==> src/rtl/eth_filter_pkg.sv <==
// Shared types and constants for the Ethernet destination-address filter.
package eth_filter_pkg;

  localparam int MAC_W = 48;
  localparam logic [MAC_W-1:0] BCAST_MAC = 48'hFFFF_FFFF_FFFF;

  typedef enum logic [1:0] {
    ST_HDR    = 2'd0,
    ST_REPLAY = 2'd1,
    ST_PASS   = 2'd2,
    ST_DROP   = 2'd3
  } state_t;

  // Index width for a table of n entries; a single-entry table still needs one bit.
  function automatic int idx_w(input int n);
    return (n > 1) ? $clog2(n) : 1;
  endfunction

endpackage

==> src/rtl/eth_addr_table.sv <==
// Programmable unicast address table with a single-cycle parallel match.
module eth_addr_table
  import eth_filter_pkg::*;
#(
  parameter int              NUM_ADDR    = 4,
  parameter logic [MAC_W-1:0] DEFAULT_MAC = 48'hDEADBEEF1234,
  parameter int              IDX_W       = idx_w(NUM_ADDR)
) (
  input  logic              clk,
  input  logic              rst_n,
  input  logic              cfg_we,
  input  logic [IDX_W-1:0]  cfg_idx,
  input  logic [MAC_W-1:0]  cfg_mac,
  input  logic              cfg_en,
  input  logic [MAC_W-1:0]  addr,
  output logic              hit
);

  logic [MAC_W-1:0]    mac_q [NUM_ADDR];
  logic [NUM_ADDR-1:0] en_q;

  always_ff @(posedge clk or negedge rst_n) begin
    if (!rst_n) begin
      for (int i = 0; i < NUM_ADDR; i++) begin
        mac_q[i] <= (i == 0) ? DEFAULT_MAC : '0;
      end
      en_q <= NUM_ADDR'(1);
    end else if (cfg_we && (32'(cfg_idx) < NUM_ADDR)) begin
      mac_q[cfg_idx] <= cfg_mac;
      en_q[cfg_idx]  <= cfg_en;
    end
  end

  // Reads the registered contents, so a write in the decision cycle is not yet visible.
  always_comb begin
    hit = 1'b0;
    for (int i = 0; i < NUM_ADDR; i++) begin
      if (en_q[i] && (mac_q[i] == addr)) hit = 1'b1;
    end
  end

endmodule

==> src/rtl/eth_addr_filter.sv <==
// Byte-stream destination-MAC filter: buffers the 6-byte header, decides, then replays or drops.
module eth_addr_filter
  import eth_filter_pkg::*;
#(
  parameter int              NUM_ADDR    = 4,
  parameter logic [MAC_W-1:0] DEFAULT_MAC = 48'hDEADBEEF1234,
  parameter int              CNT_W       = 32,
  parameter int              IDX_W       = idx_w(NUM_ADDR)
) (
  input  logic              clk,
  input  logic              rst_n,
  input  logic              in_tvalid,
  output logic              in_tready,
  input  logic [7:0]        in_tdata,
  input  logic              in_tlast,
  output logic              out_tvalid,
  input  logic              out_tready,
  output logic [7:0]        out_tdata,
  output logic              out_tlast,
  input  logic              cfg_we,
  input  logic [IDX_W-1:0]  cfg_idx,
  input  logic [MAC_W-1:0]  cfg_mac,
  input  logic              cfg_en,
  input  logic              cfg_promisc,
  input  logic              cfg_bcast_en,
  input  logic              cfg_mcast_en,
  output logic [CNT_W-1:0]  stat_accept,
  output logic [CNT_W-1:0]  stat_drop,
  output logic [CNT_W-1:0]  stat_runt,
  output logic [1:0]        dbg_state
);

  // Handshake: a byte moves on a rising edge where valid and ready are both high;
  // valid never waits on ready, and data/last stay stable while valid is high and ready is low.

  state_t           state_q, state_d;
  logic [2:0]       hdr_cnt_q;
  logic [2:0]       rp_q;
  logic             last_q;
  logic [7:0]       hdr_buf [6];
  logic [CNT_W-1:0] accept_q, drop_q, runt_q;

  logic [MAC_W-1:0] addr;
  logic             table_hit, is_bcast, is_group, match;
  logic             in_fire, out_fire, hdr_last;

  assign addr     = {hdr_buf[0], hdr_buf[1], hdr_buf[2], hdr_buf[3], hdr_buf[4], in_tdata};
  assign is_bcast = (addr == BCAST_MAC);
  assign is_group = addr[40];
  assign match    = cfg_promisc | (is_bcast & cfg_bcast_en) |
                    (is_group & ~is_bcast & cfg_mcast_en) | table_hit;
  assign hdr_last = (hdr_cnt_q == 3'd5);
  assign in_fire  = in_tvalid & in_tready;
  assign out_fire = out_tvalid & out_tready;

  assign stat_accept = accept_q;
  assign stat_drop   = drop_q;
  assign stat_runt   = runt_q;
  assign dbg_state   = state_q;

  eth_addr_table #(
    .NUM_ADDR    (NUM_ADDR),
    .DEFAULT_MAC (DEFAULT_MAC),
    .IDX_W       (IDX_W)
  ) u_table (
    .clk     (clk),
    .rst_n   (rst_n),
    .cfg_we  (cfg_we),
    .cfg_idx (cfg_idx),
    .cfg_mac (cfg_mac),
    .cfg_en  (cfg_en),
    .addr    (addr),
    .hit     (table_hit)
  );

  always_ff @(posedge clk or negedge rst_n) begin
    if (!rst_n) state_q <= ST_HDR;
    else        state_q <= state_d;
  end

  always_comb begin
    state_d    = state_q;
    in_tready  = 1'b0;
    out_tvalid = 1'b0;
    out_tdata  = 8'h00;
    out_tlast  = 1'b0;
    case (state_q)
      ST_HDR: begin
        in_tready = rst_n;
        if (in_tvalid && hdr_last) begin
          if (match)         state_d = ST_REPLAY;
          else if (in_tlast) state_d = ST_HDR;
          else               state_d = ST_DROP;
        end
      end
      ST_REPLAY: begin
        out_tvalid = 1'b1;
        out_tdata  = hdr_buf[rp_q];
        out_tlast  = (rp_q == 3'd5) & last_q;
        if (out_tready && (rp_q == 3'd5)) state_d = last_q ? ST_HDR : ST_PASS;
      end
      ST_PASS: begin
        out_tvalid = in_tvalid;
        out_tdata  = in_tdata;
        out_tlast  = in_tlast;
        in_tready  = out_tready;
        if (in_tvalid && out_tready && in_tlast) state_d = ST_HDR;
      end
      ST_DROP: begin
        in_tready = rst_n;
        if (in_tvalid && in_tlast) state_d = ST_HDR;
      end
      default: state_d = ST_HDR;
    endcase
  end

  always_ff @(posedge clk or negedge rst_n) begin
    if (!rst_n) begin
      hdr_cnt_q <= '0;
      rp_q      <= '0;
      last_q    <= 1'b0;
      accept_q  <= '0;
      drop_q    <= '0;
      runt_q    <= '0;
      for (int i = 0; i < 6; i++) hdr_buf[i] <= '0;
    end else begin
      case (state_q)
        ST_HDR: begin
          if (in_fire) begin
            hdr_buf[hdr_cnt_q] <= in_tdata;
            if (hdr_last) begin
              hdr_cnt_q <= '0;
              rp_q      <= '0;
              last_q    <= in_tlast;
              if (match) accept_q <= accept_q + CNT_W'(1);
              else       drop_q   <= drop_q + CNT_W'(1);
            end else if (in_tlast) begin
              hdr_cnt_q <= '0;
              runt_q    <= runt_q + CNT_W'(1);
            end else begin
              hdr_cnt_q <= hdr_cnt_q + 3'd1;
            end
          end
        end
        ST_REPLAY: begin
          if (out_fire) rp_q <= (rp_q == 3'd5) ? 3'd0 : rp_q + 3'd1;
        end
        default: ;
      endcase
    end
  end

endmodule

==> config.mk <==
export PLATFORM = sky130hd
export DESIGN_NAME = eth_addr_filter
export DESIGN_NICKNAME = d
export VERILOG_FILES = /design/src/rtl/eth_filter_pkg.sv /design/src/rtl/eth_addr_table.sv /design/src/rtl/eth_addr_filter.sv
export SDC_FILE = /design/constraint.sdc
export NUM_CORES = 1
export LEC_CHECK = 0
export BUFFER_PORTS_ARGS = -buffer_cell sky130_fd_sc_hd__buf_2
export CAP_MARGIN = 10
export CORE_MARGIN = 5
export CORE_UTILIZATION = 54
export DETAILED_ROUTE_END_ITERATION = 8
export HOLD_SLACK_MARGIN = 0.08
export PLACE_DENSITY = 0.77
export SLEW_MARGIN = 30
export SYNTH_ARGS = -nofsm -noshare
export SYNTH_HDL_FRONTEND = slang
export SYNTH_SLANG_ARGS = --single-unit
==> constraint.sdc <==
create_clock -name clk -period 2.8 [get_ports clk]
set_input_delay 0.56 -clock clk [delete_from_list [all_inputs] [get_ports clk]]
set_output_delay 0.56 -clock clk [all_outputs]
set_load 0.005 [all_outputs]
* After elaboration in Yosys (flattened, before gate mapping) *
Index checks and enable logic that the tools add are counted.

word-level totals
  memory bits (writable) = 0
  bits of input ports = 68
  bits in registers = 349
  memories kept = 0
  latch bits = 0
  output and inout port bits = 109
  logic and storage cells = 119
  memory bits (read-only) = 0

operators by class
  div/mod/pow operators = 0
  $add $sub $neg = 5
  $mul = 0
  shift operators = 0
  $lt $le $gt $ge = 7
  reduce and logical (&&, ||, !) cells = 22
  multiplexer cells = 35
  eq/ne operators = 17
  bitwise logic cells = 15

operators with widths
  operator                                                          count
  192-bit bitwise mux                                               1
  48-bit == test                                                    4
  32-bit by 1-bit adder with 32-bit output (second input constant)  3
  48-bit demux with 2-bit select                                    1
  48-bit bitwise mux                                                1
  48-bit == test (second input constant)                            1
  48-bit 2-to-1 mux                                                 1
  8-bit binary-select mux with 3-bit select                         1
  8-bit demux with 3-bit select                                     1
  8-bit 2-to-1 mux                                                  3
  4-bit AND reduction                                               5
  3-bit 2-to-1 mux                                                  6
  8-bit case mux with 2 select lines                                1
  2-bit 2-to-1 mux                                                  7
  2-bit != test (second input constant)                             7
  1-bit logical AND                                                 12
  4-bit >= comparator (second input constant)                       2
  3-bit NOT with 4-bit output                                       2
  2-bit case mux with 4 select lines                                1
  3-bit by 1-bit adder with 3-bit output (second input constant)    2
  1-bit AND                                                         6
  3-bit == test (second input constant)                             2
  1-bit case mux with 2 select lines                                3
  3-bit case mux with 2 select lines                                1
  other kinds (18)                                                  27

* Logic depth before layout (Yosys ltp) *
Gate-level depths: netlist (run 1).

  depth in word-level cells = 10
  depth in mapped cells = 11
  mapped depth without buffers = 10

* By module *
Synthesis (run 1) repeated with hierarchy kept, for this count alone.

second synthesis, totals
  cells, all modules = 1326
  area, all modules = 16911.2 um^2

by module, submodules not included
  module           cells an instance  area each (um^2)  instances  seq. area each (um^2)
  eth_addr_table   692                9417.8            1          4942.2
  eth_addr_filter  634                7493.4            1          3828.7

* Least setup slack after synthesis (run 1) *
No wires, ideal clock.

  kind = register to register
  from = register state_q[0], in the netlist dbg_state[0]
  to = register drop_q[26], in the netlist stat_drop[26]
  data required time = 2.721 ns
  slack = -0.070 ns
  stages on the path, launching flop included = 12
  library setup time = 0.079 ns
  arrival = 2.791 ns
  buffers on the path = 2
  clock period less this slack = 2.870 ns
  cells stage by stage = dfrtp_1 -> inv_1 -> ha_1 -> nand2b_1 -> a211oi_2 -> and2_1 -> nand2_1 -> or4_1 -> buf_2 -> buf_6 -> nor4_2 -> xor2_1

between the ends
  word-level cells in the longest chain between the ends = 5
  elaborated cells between the ends (all ways) = 7
  classes of those cells = eq/ne (2); mux (1); bitwise (1); reduce/logical (3)

RTL lines
  element                                                    RTL line                                       RTL
  from (decl)                                                eth_addr_filter.sv:36                          state_t state_q, state_d;
  from (signal assigned)                                     eth_addr_filter.sv:78                          else state_q <= state_d;
  2-bit == test / 2-bit logical NOT (equally long branches)  eth_addr_filter.sv:87, eth_addr_filter.sv:127
  2-bit OR reduction (no source line)                        --
  1-bit case mux with 2 select lines                         eth_addr_filter.sv:87                          case (state_q)
  1-bit AND                                                  eth_addr_filter.sv:53                          assign in_fire = in_tvalid & in_tready;
  4-bit AND reduction (no source line) *                     --
  to (signal assigned)                                       eth_addr_filter.sv:136                         else drop_q <= drop_q + CNT_W'(1);
  to (decl)                                                  eth_addr_filter.sv:41                          logic [CNT_W-1:0] accept_q, drop_q, runt_q;

Mark *: on every way between the ends. The rest lies on a longest branch, timed or not.
A chain may end at the register's enable or synchronous reset.

* Worst setup path in the final report (run 1) *
  from = register hdr_buf, in the netlist addr[41]
  to = register accept_q[3], in the netlist stat_accept[3]

between the ends
  word-level cells in the longest chain between the ends = 8
  elaborated cells between the ends (all ways) = 21
  classes of those cells = eq/ne (5); mux (4); bitwise (7); reduce/logical (5)

RTL lines
  element                                 RTL line                RTL
  from (decl)                             eth_addr_filter.sv:40   logic [7:0] hdr_buf [6];
  from (signal, indexed assignment)       eth_addr_filter.sv:130  hdr_buf[hdr_cnt_q] <= in_tdata;
  48-bit == test                          eth_addr_table.sv:38    if (en_q[i] && (mac_q[i] == addr)) hit = 1'b1;
  1-bit logical AND                       eth_addr_table.sv:38
  1-bit 2-to-1 mux (4 in series)          eth_addr_table.sv:38
  1-bit bitwise OR *                      eth_addr_filter.sv:51   (is_group & ~is_bcast & cfg_mcast_en) | table_hit;
  4-bit AND reduction (no source line) *  --
  to (signal assigned)                    eth_addr_filter.sv:135  if (match) accept_q <= accept_q + CNT_W'(1);
  to (decl)                               eth_addr_filter.sv:41

Marked as above.

==> flow_summary.yaml, run 1 <==
global_routing:
  top_usage_layer: "met2"
  antenna_found_initial: 0
  grt_max_degree: 140
  grt_use_total_pct: 28.8
  grt_pass1_wl_um: 79700
  globalRouteMet2Util_pct: 46.3
  use_met3_pct: 6.01
  grt_pass1_vias: 13200
  globalRouteMet1Util_pct: 37.8
  overflow: 0
cts:
  cts.path.max_buffers: 3
  path_clk_slew_ps: 60
  cts_buffers: 39
  clk_latency_ps: 530
  clkSinkCount: 349
  h-tree-depth: 2
  ctsHoldBuffers: 0
  cts_tree: "built"
  cts_root_buffer: "clkbuf_16"
synthesis:
  syn_inst: 1413
  synth_ff_type: "dfrtp_1"
  syn-num-nets: 1490
  ys_ff_latch: 349
  avgSynthCellArea_um2: 12.1
  synth_edf_count: 0
  yosysSeqAreaShare_pct: 51.4
  yosysUniqueCellTypes: 55
  syn-cell-area_um2: 17100
  synth.top_cell.area_share_pct: 46.8
  ys_warn_count: 0
  yosys-top-cells-area: "dfrtp_1 47%, mux2_2 16%, xor2_1 7.5%"
  ys_async_sr_fraction_pct: 100
  synth_largest_area_cell: "dfrtp_1"
sta:
  final.period_utilization_pct: 102
  period_needed_ps: 2860
  setup_ws_ps: -64.7
  finalClockSkew_ps: 19.7
  setup_viol: 24
  rsz0062_at_grt: "true"
  slew_headroom_pct: 40.7
  finalHoldViolCount: 0
  slew_viol_final: 0
  setup-tns-final_ps: -684
  worstMarginPinSlew_ps: 889
  hold_slack_ps: 46.9
  fmax_mhz: 349
critical_path:
  worstSetupStartpoint: "addr[41]$_DFFE_PN0P_"
  r2r-end: "stat_accept[3]$_DFFE_PN0P_"
  crit_type: "reg2reg"
  crit_path_start_kind: "register"
  crit_path_end_kind: "register"
  reg2reg_from: "addr[41]$_DFFE_PN0P_"
  r2r_setup_slack_ps: -60
  cp.required_ps: 3210
  arrival_ps: 3270
  worstPathMaxFanout: 7
  worst-r2r-cell-count: 12
placement:
  preCtsSetupSlack_ps: -294
  routabilityCongestion: 1.02
  portBuffers: 176
  place_hpwl_um: 37000
  place_area_um2: 19400
routing:
  drc_errors: 0
  vias: 12800
  postRouteAntennaNets: 0
  wire_per_inst_um: 24.3
  routed_wl_um: 52100
  drt-initial-drc-count: 1113
  viasPerCell: 5.98
  drtPass1Iterations: 5
outcome:
  violations: "setup timing"
  status: "finished with violations"
cells_and_area:
  postLayoutCellArea_um2: 21700
  diodes: 0
  area_delta_synth_final_pct: 27.3
  final_common_cell: "dfrtp_1"
  final_cell_mix: "293 x dfrtp_1, 237 x mux2_2, 175 x buf_2"
  num-nets-final: 1786
  post_route_cells_drive_above_1_share_pct: 47.2
power:
  irDropWorstVdd_mv: 0.560
  total_power_mw: 18.0
  p_per_area_nw_per_um2: 830
  p_leak_nw: 10.2
floorplan:
  row_count: 65
  core_area_um2: 31400
  die_area_um2: 35300
  start_util_pct: 54.4
  die_w_um: 188
  die_y_um: 188
  io_pins: 177
run:
  drv_cap: 0
hold_path:
  hp-class: "in2async"
[registers in the layout, indices dropped and copies added (netlist names)]
register	flops
addr	40
dbg_state	2
hdr_buf	8
hdr_cnt_q	3
last_q	1
rp_q	3
stat_accept	32
stat_drop	32
stat_runt	32
u_table.en_q	4
u_table.mac_q	192
[per-layer routing]
metal,share of wire [%],up-vias
li1,-,5539
met1,40,6541
met2,47,589
met3,7.3,141
met4,5.5,0
met5,0,-
[final cells by class]
cell class                      instances  area (µm²)
Clock inverter                         10         106
Clock buffer                           61        1160
Inverter                               49         184
Sequential cell                       349        8810
Fill cell                            2221        9660
Timing Repair Buffer                  342        2460
Tap cell                              402         503
Multi-Input combinational cell        928        8510
[power breakdown]
part           switching (mW)  internal [mW]  leakage, nW
Combinational            2.93           3.02         5.30
Clock                    2.06           3.04        0.621
Sequential               1.01           5.98         4.29
[worst max-delay path, stage by stage (launching register included)]
cell and delay, ps:
dfrtp_2 460, buf_12 150, xor2_1 150, nor4_1 70, buf_4 150, nand2_2 80
nor4_4 50, a41o_2 350, o31ai_4 700, clkbuf_16 290, buf_6 110, nor2b_4 30
xor2_1 140
[worst max path at each step]
stage	to	slack [ps]	cells past startpoint
6_report	stat_accept[3]$_DFFE_PN0P_	-60	12
3_5_place_dp	stat_accept[7]$_DFFE_PN0P_	-290	10
4_1_cts	stat_drop[19]$_DFFE_PN0P_	-30	10
3_3_place_gp	stat_drop[1]$_DFFE_PN0P_	-320	10
5_1_grt	stat_accept[3]$_DFFE_PN0P_	-150	13
2_1_floorplan	stat_drop[23]$_DFFE_PN0P_	10	11
[cell families after synthesis]
kind of cell               after synthesis  share of synthesized area (%)
AOI/OAI and AO/OA                       73                           3.12
xor gates and xnor gates               253                           13.0
adders and majority gates                9                          0.660
buffers and inverters                  137                           3.49
DFF                                    349                           51.4
muxes                                  254                           17.2
and+or+nand+nor                        338                           11.2
[cells in the mapped netlist, types with 16 or more instances]
cell and count:
nand3_1 46, xnor2_1 106, buf_2 44, inv_1 48, and3_1 18, mux2_2 238, dfstp_2 30, nor4_1 38
dfrtp_1 319, o22ai_1 16, nand2_1 61, nor2_1 34, clkbuf_1 22, nor3_1 28, nand4_1 49, xor2_1 147
buf_1 17
[timing repair]
item | 4_1_cts | 5_1_grt
cloned | 1 | 2
setup buffers | 8 | 19
pin swaps | 12 | 42
gates resized for setup | 53 | 125
setup endpoints to repair | 64 | 91
[stage by stage]
step                util (%)  instances
floorplan                  -       1413
global placement        61.6       2045
detailed placement      61.6       2045
CTS                     66.8       2125
global route            69.2       2141
finish                  69.2       2141
Power figures use the tool's default switching activity.
==> inputs of run 2 (changes only) <==
- REMOVE_ABC_BUFFERS: unset -> 1
==> run 2 against run 1 <==
Clock skew up 2.4 ps. Final cell count down 0.28%. Register-to-register slack about the same. Count of clock-buffer cells in the layout up 1. Fmax up 0.16%. The run ends with capacitance limit, setup timing left. Routed wire length down 0.62%. Non-clock buffer count down 5. Hold slack better by 32 ps. Utilization down 0.41 points.
==> flow_summary.yaml, run 2 (same netlist as run 1, synthesis figures left out) <==
outcome:
  status: "finished with violations"
  violations: "capacitance limit, setup timing"
routing:
  postRouteAntennaNets: 0
  drc_errors: 0
  wire_per_inst_um: 24.2
  viasPerCell: 6.02
  drt-initial-drc-count: 976
  drtPass1Iterations: 6
  vias: 12900
  routed_wl_um: 51700
sta:
  final.period_utilization_pct: 102
  finalHoldViolCount: 0
  slew_headroom_pct: 10.8
  finalClockSkew_ps: 22.2
  slew_viol_final: 0
  setup_viol: 11
  setup-tns-final_ps: -428
  worstMarginPinSlew_ps: 1330
  setup_ws_ps: -60.1
  rsz0062_at_grt: "true"
  period_needed_ps: 2860
  fmax_mhz: 350
placement:
  routabilityCongestion: 1.04
  place_hpwl_um: 35600
  place_area_um2: 19100
  portBuffers: 176
cells_and_area:
  post_route_cells_drive_above_1_share_pct: 46.3
  largest-register: "u_table.mac_q"
  largest_reg_flops: 192
  num-nets-final: 1780
  fillCellCount: 2200
  final_cell_mix: "295 x dfrtp_1, 236 x mux2_2, 175 x buf_2"
  postLayoutCellArea_um2: 21600
  fin_util_pct: 68.8
  area_delta_synth_final_pct: 26.5
  final_common_cell: "dfrtp_1"
cts:
  cts_buffers: 38
  path_clk_slew_ps: 60
  cts_tree: "built"
  cts.path.max_buffers: 3
  cts_root_buffer: "clkbuf_16"
  h-tree-depth: 2
  clk_latency_ps: 530
  clkSinkCount: 349
run:
  drv_cap: 1
power:
  clkPwrFrac_pct: 27.6
  power_frac_comb_pct: 32.5
  irDropWorstVdd_mv: 0.569
  p_leak_nw: 10.3
  seq_power_share_pct: 39.8
  internal-power_mw: 11.7
  p_per_area_nw_per_um2: 812
  switching_power_mw: 5.82
  swShare_pct: 33.2
global_routing:
  grt_pass1_vias: 13000
  antenna_found_initial: 0
  overflow: 0
  grt_use_total_pct: 27.8
  grt_max_degree: 143
  grt_pass1_wl_um: 77100
critical_path:
  arrival_ps: 3300
  cp.required_ps: 3240
  worstPathMaxFanout: 7
  crit_path_start_kind: "register"
  crit_path_end_kind: "register"
  crit_type: "reg2reg"
floorplan:
  io_pins: 177
  start_util_pct: 54.4
  die_area_um2: 35300
  die_w_um: 188
  core_area_um2: 31400
  die_y_um: 188
  row_count: 65
hold_path:
  hp-class: "in2async"
-- run 2: changes by cell type in the layout (fill, tap and decap cells not counted), moves of 3 or more --
cell	change
a22oi_2	+5
a22oi_1	-5
nor4_1	+7
o22ai_1	-4
xor2_1	+3
o22ai_2	+4
buf_6	-6
nor4_2	-11
nor3_4	+4
nor4_4	+4
-- run 2: repair_timing --
action | 4_1_cts | 5_1_grt
pin swaps | 20 | 88
gates resized for setup | 61 | 115
hold buffers | 0 | 0
hold endpoints to repair | 0 | 0
endpoints found under the setup margin | 73 | 78
buffers inserted | 12 | 24
cloned | 2 | 4
-- run 2: metal layers --
metal	vias to the layer above	track usage, %	part of all wire [%]
met5	-	0	0
met1	6550	37.1	40
met3	146	6.14	7.7
met4	0	11.7	4.7
li1	5562	-	-
met2	596	44.5	48
-- run 2: area by class of cell --
cell class	count	area, µm²	share of cell area [%]
Timing Repair Buffer	337	2420	11.2
Antenna cell	1	2.50	0.0116
Clock buffer	62	1130	5.24
Tap cell	402	503	2.33
Multi-Input combinational cell	928	8490	39.3
Clock inverter	7	63.8	0.295
Inverter	49	184	0.851
Sequential cell	349	8800	40.7
-- run 2: worst paths after layout --
path	to	slack, ps	startpoint	cells after the start
max in group asynchronous	addr[10]$_DFFE_PN0P_	1310	rst_n	3
worst max-delay path	stat_accept[14]$_DFFE_PN0P_	-60	addr[38]$_DFFE_PN0P_	10
worst min-delay path	stat_accept[19]$_DFFE_PN0P_	80	rst_n	2
min in group clk	u_table.mac_q[1]$_DFFE_PN0P_	310	cfg_mac[1]	2
worst min register to register	stat_accept[31]$_DFFE_PN0P_	480	stat_accept[31]$_DFFE_PN0P_	1
worst max register to register	stat_accept[14]$_DFFE_PN0P_	-60	addr[38]$_DFFE_PN0P_	10
-- run 2: power groups by stage --
stage	combinational (mW)	clock, mW	sequential [mW]
6_report	5.70	4.84	6.98
5_1_grt	6.00	5.13	7.06
4_1_cts	5.18	4.89	6.94
3_5_place_dp	4.94	0	7.01
3_3_place_gp	4.85	0	6.98
2_1_floorplan	2.55	0	6.83
-- run 2: critical path, stage by stage (launching register included) --
cell	delay [ps]
dfrtp_2	500
xnor2_1	350
nand4_1	150
nor4_1	320
nand4_1	200
o32ai_2	280
buf_6	180
o31ai_4	160
buf_4	220
nor4_4	220
xor2_1	180
-- run 2: metrics by stage --
stage,hold slack [ps],setup WS [ps],std cells,power (mW)
4_1_cts,179,-11.3,2106,17.0
6_report,79.0,-60.1,2135,17.5
5_1_grt,172,-131,2134,18.2
3_3_place_gp,456,-467,2023,11.8
2_1_floorplan,264,-2020,1325,9.39
3_5_place_dp,462,-483,2023,12.0
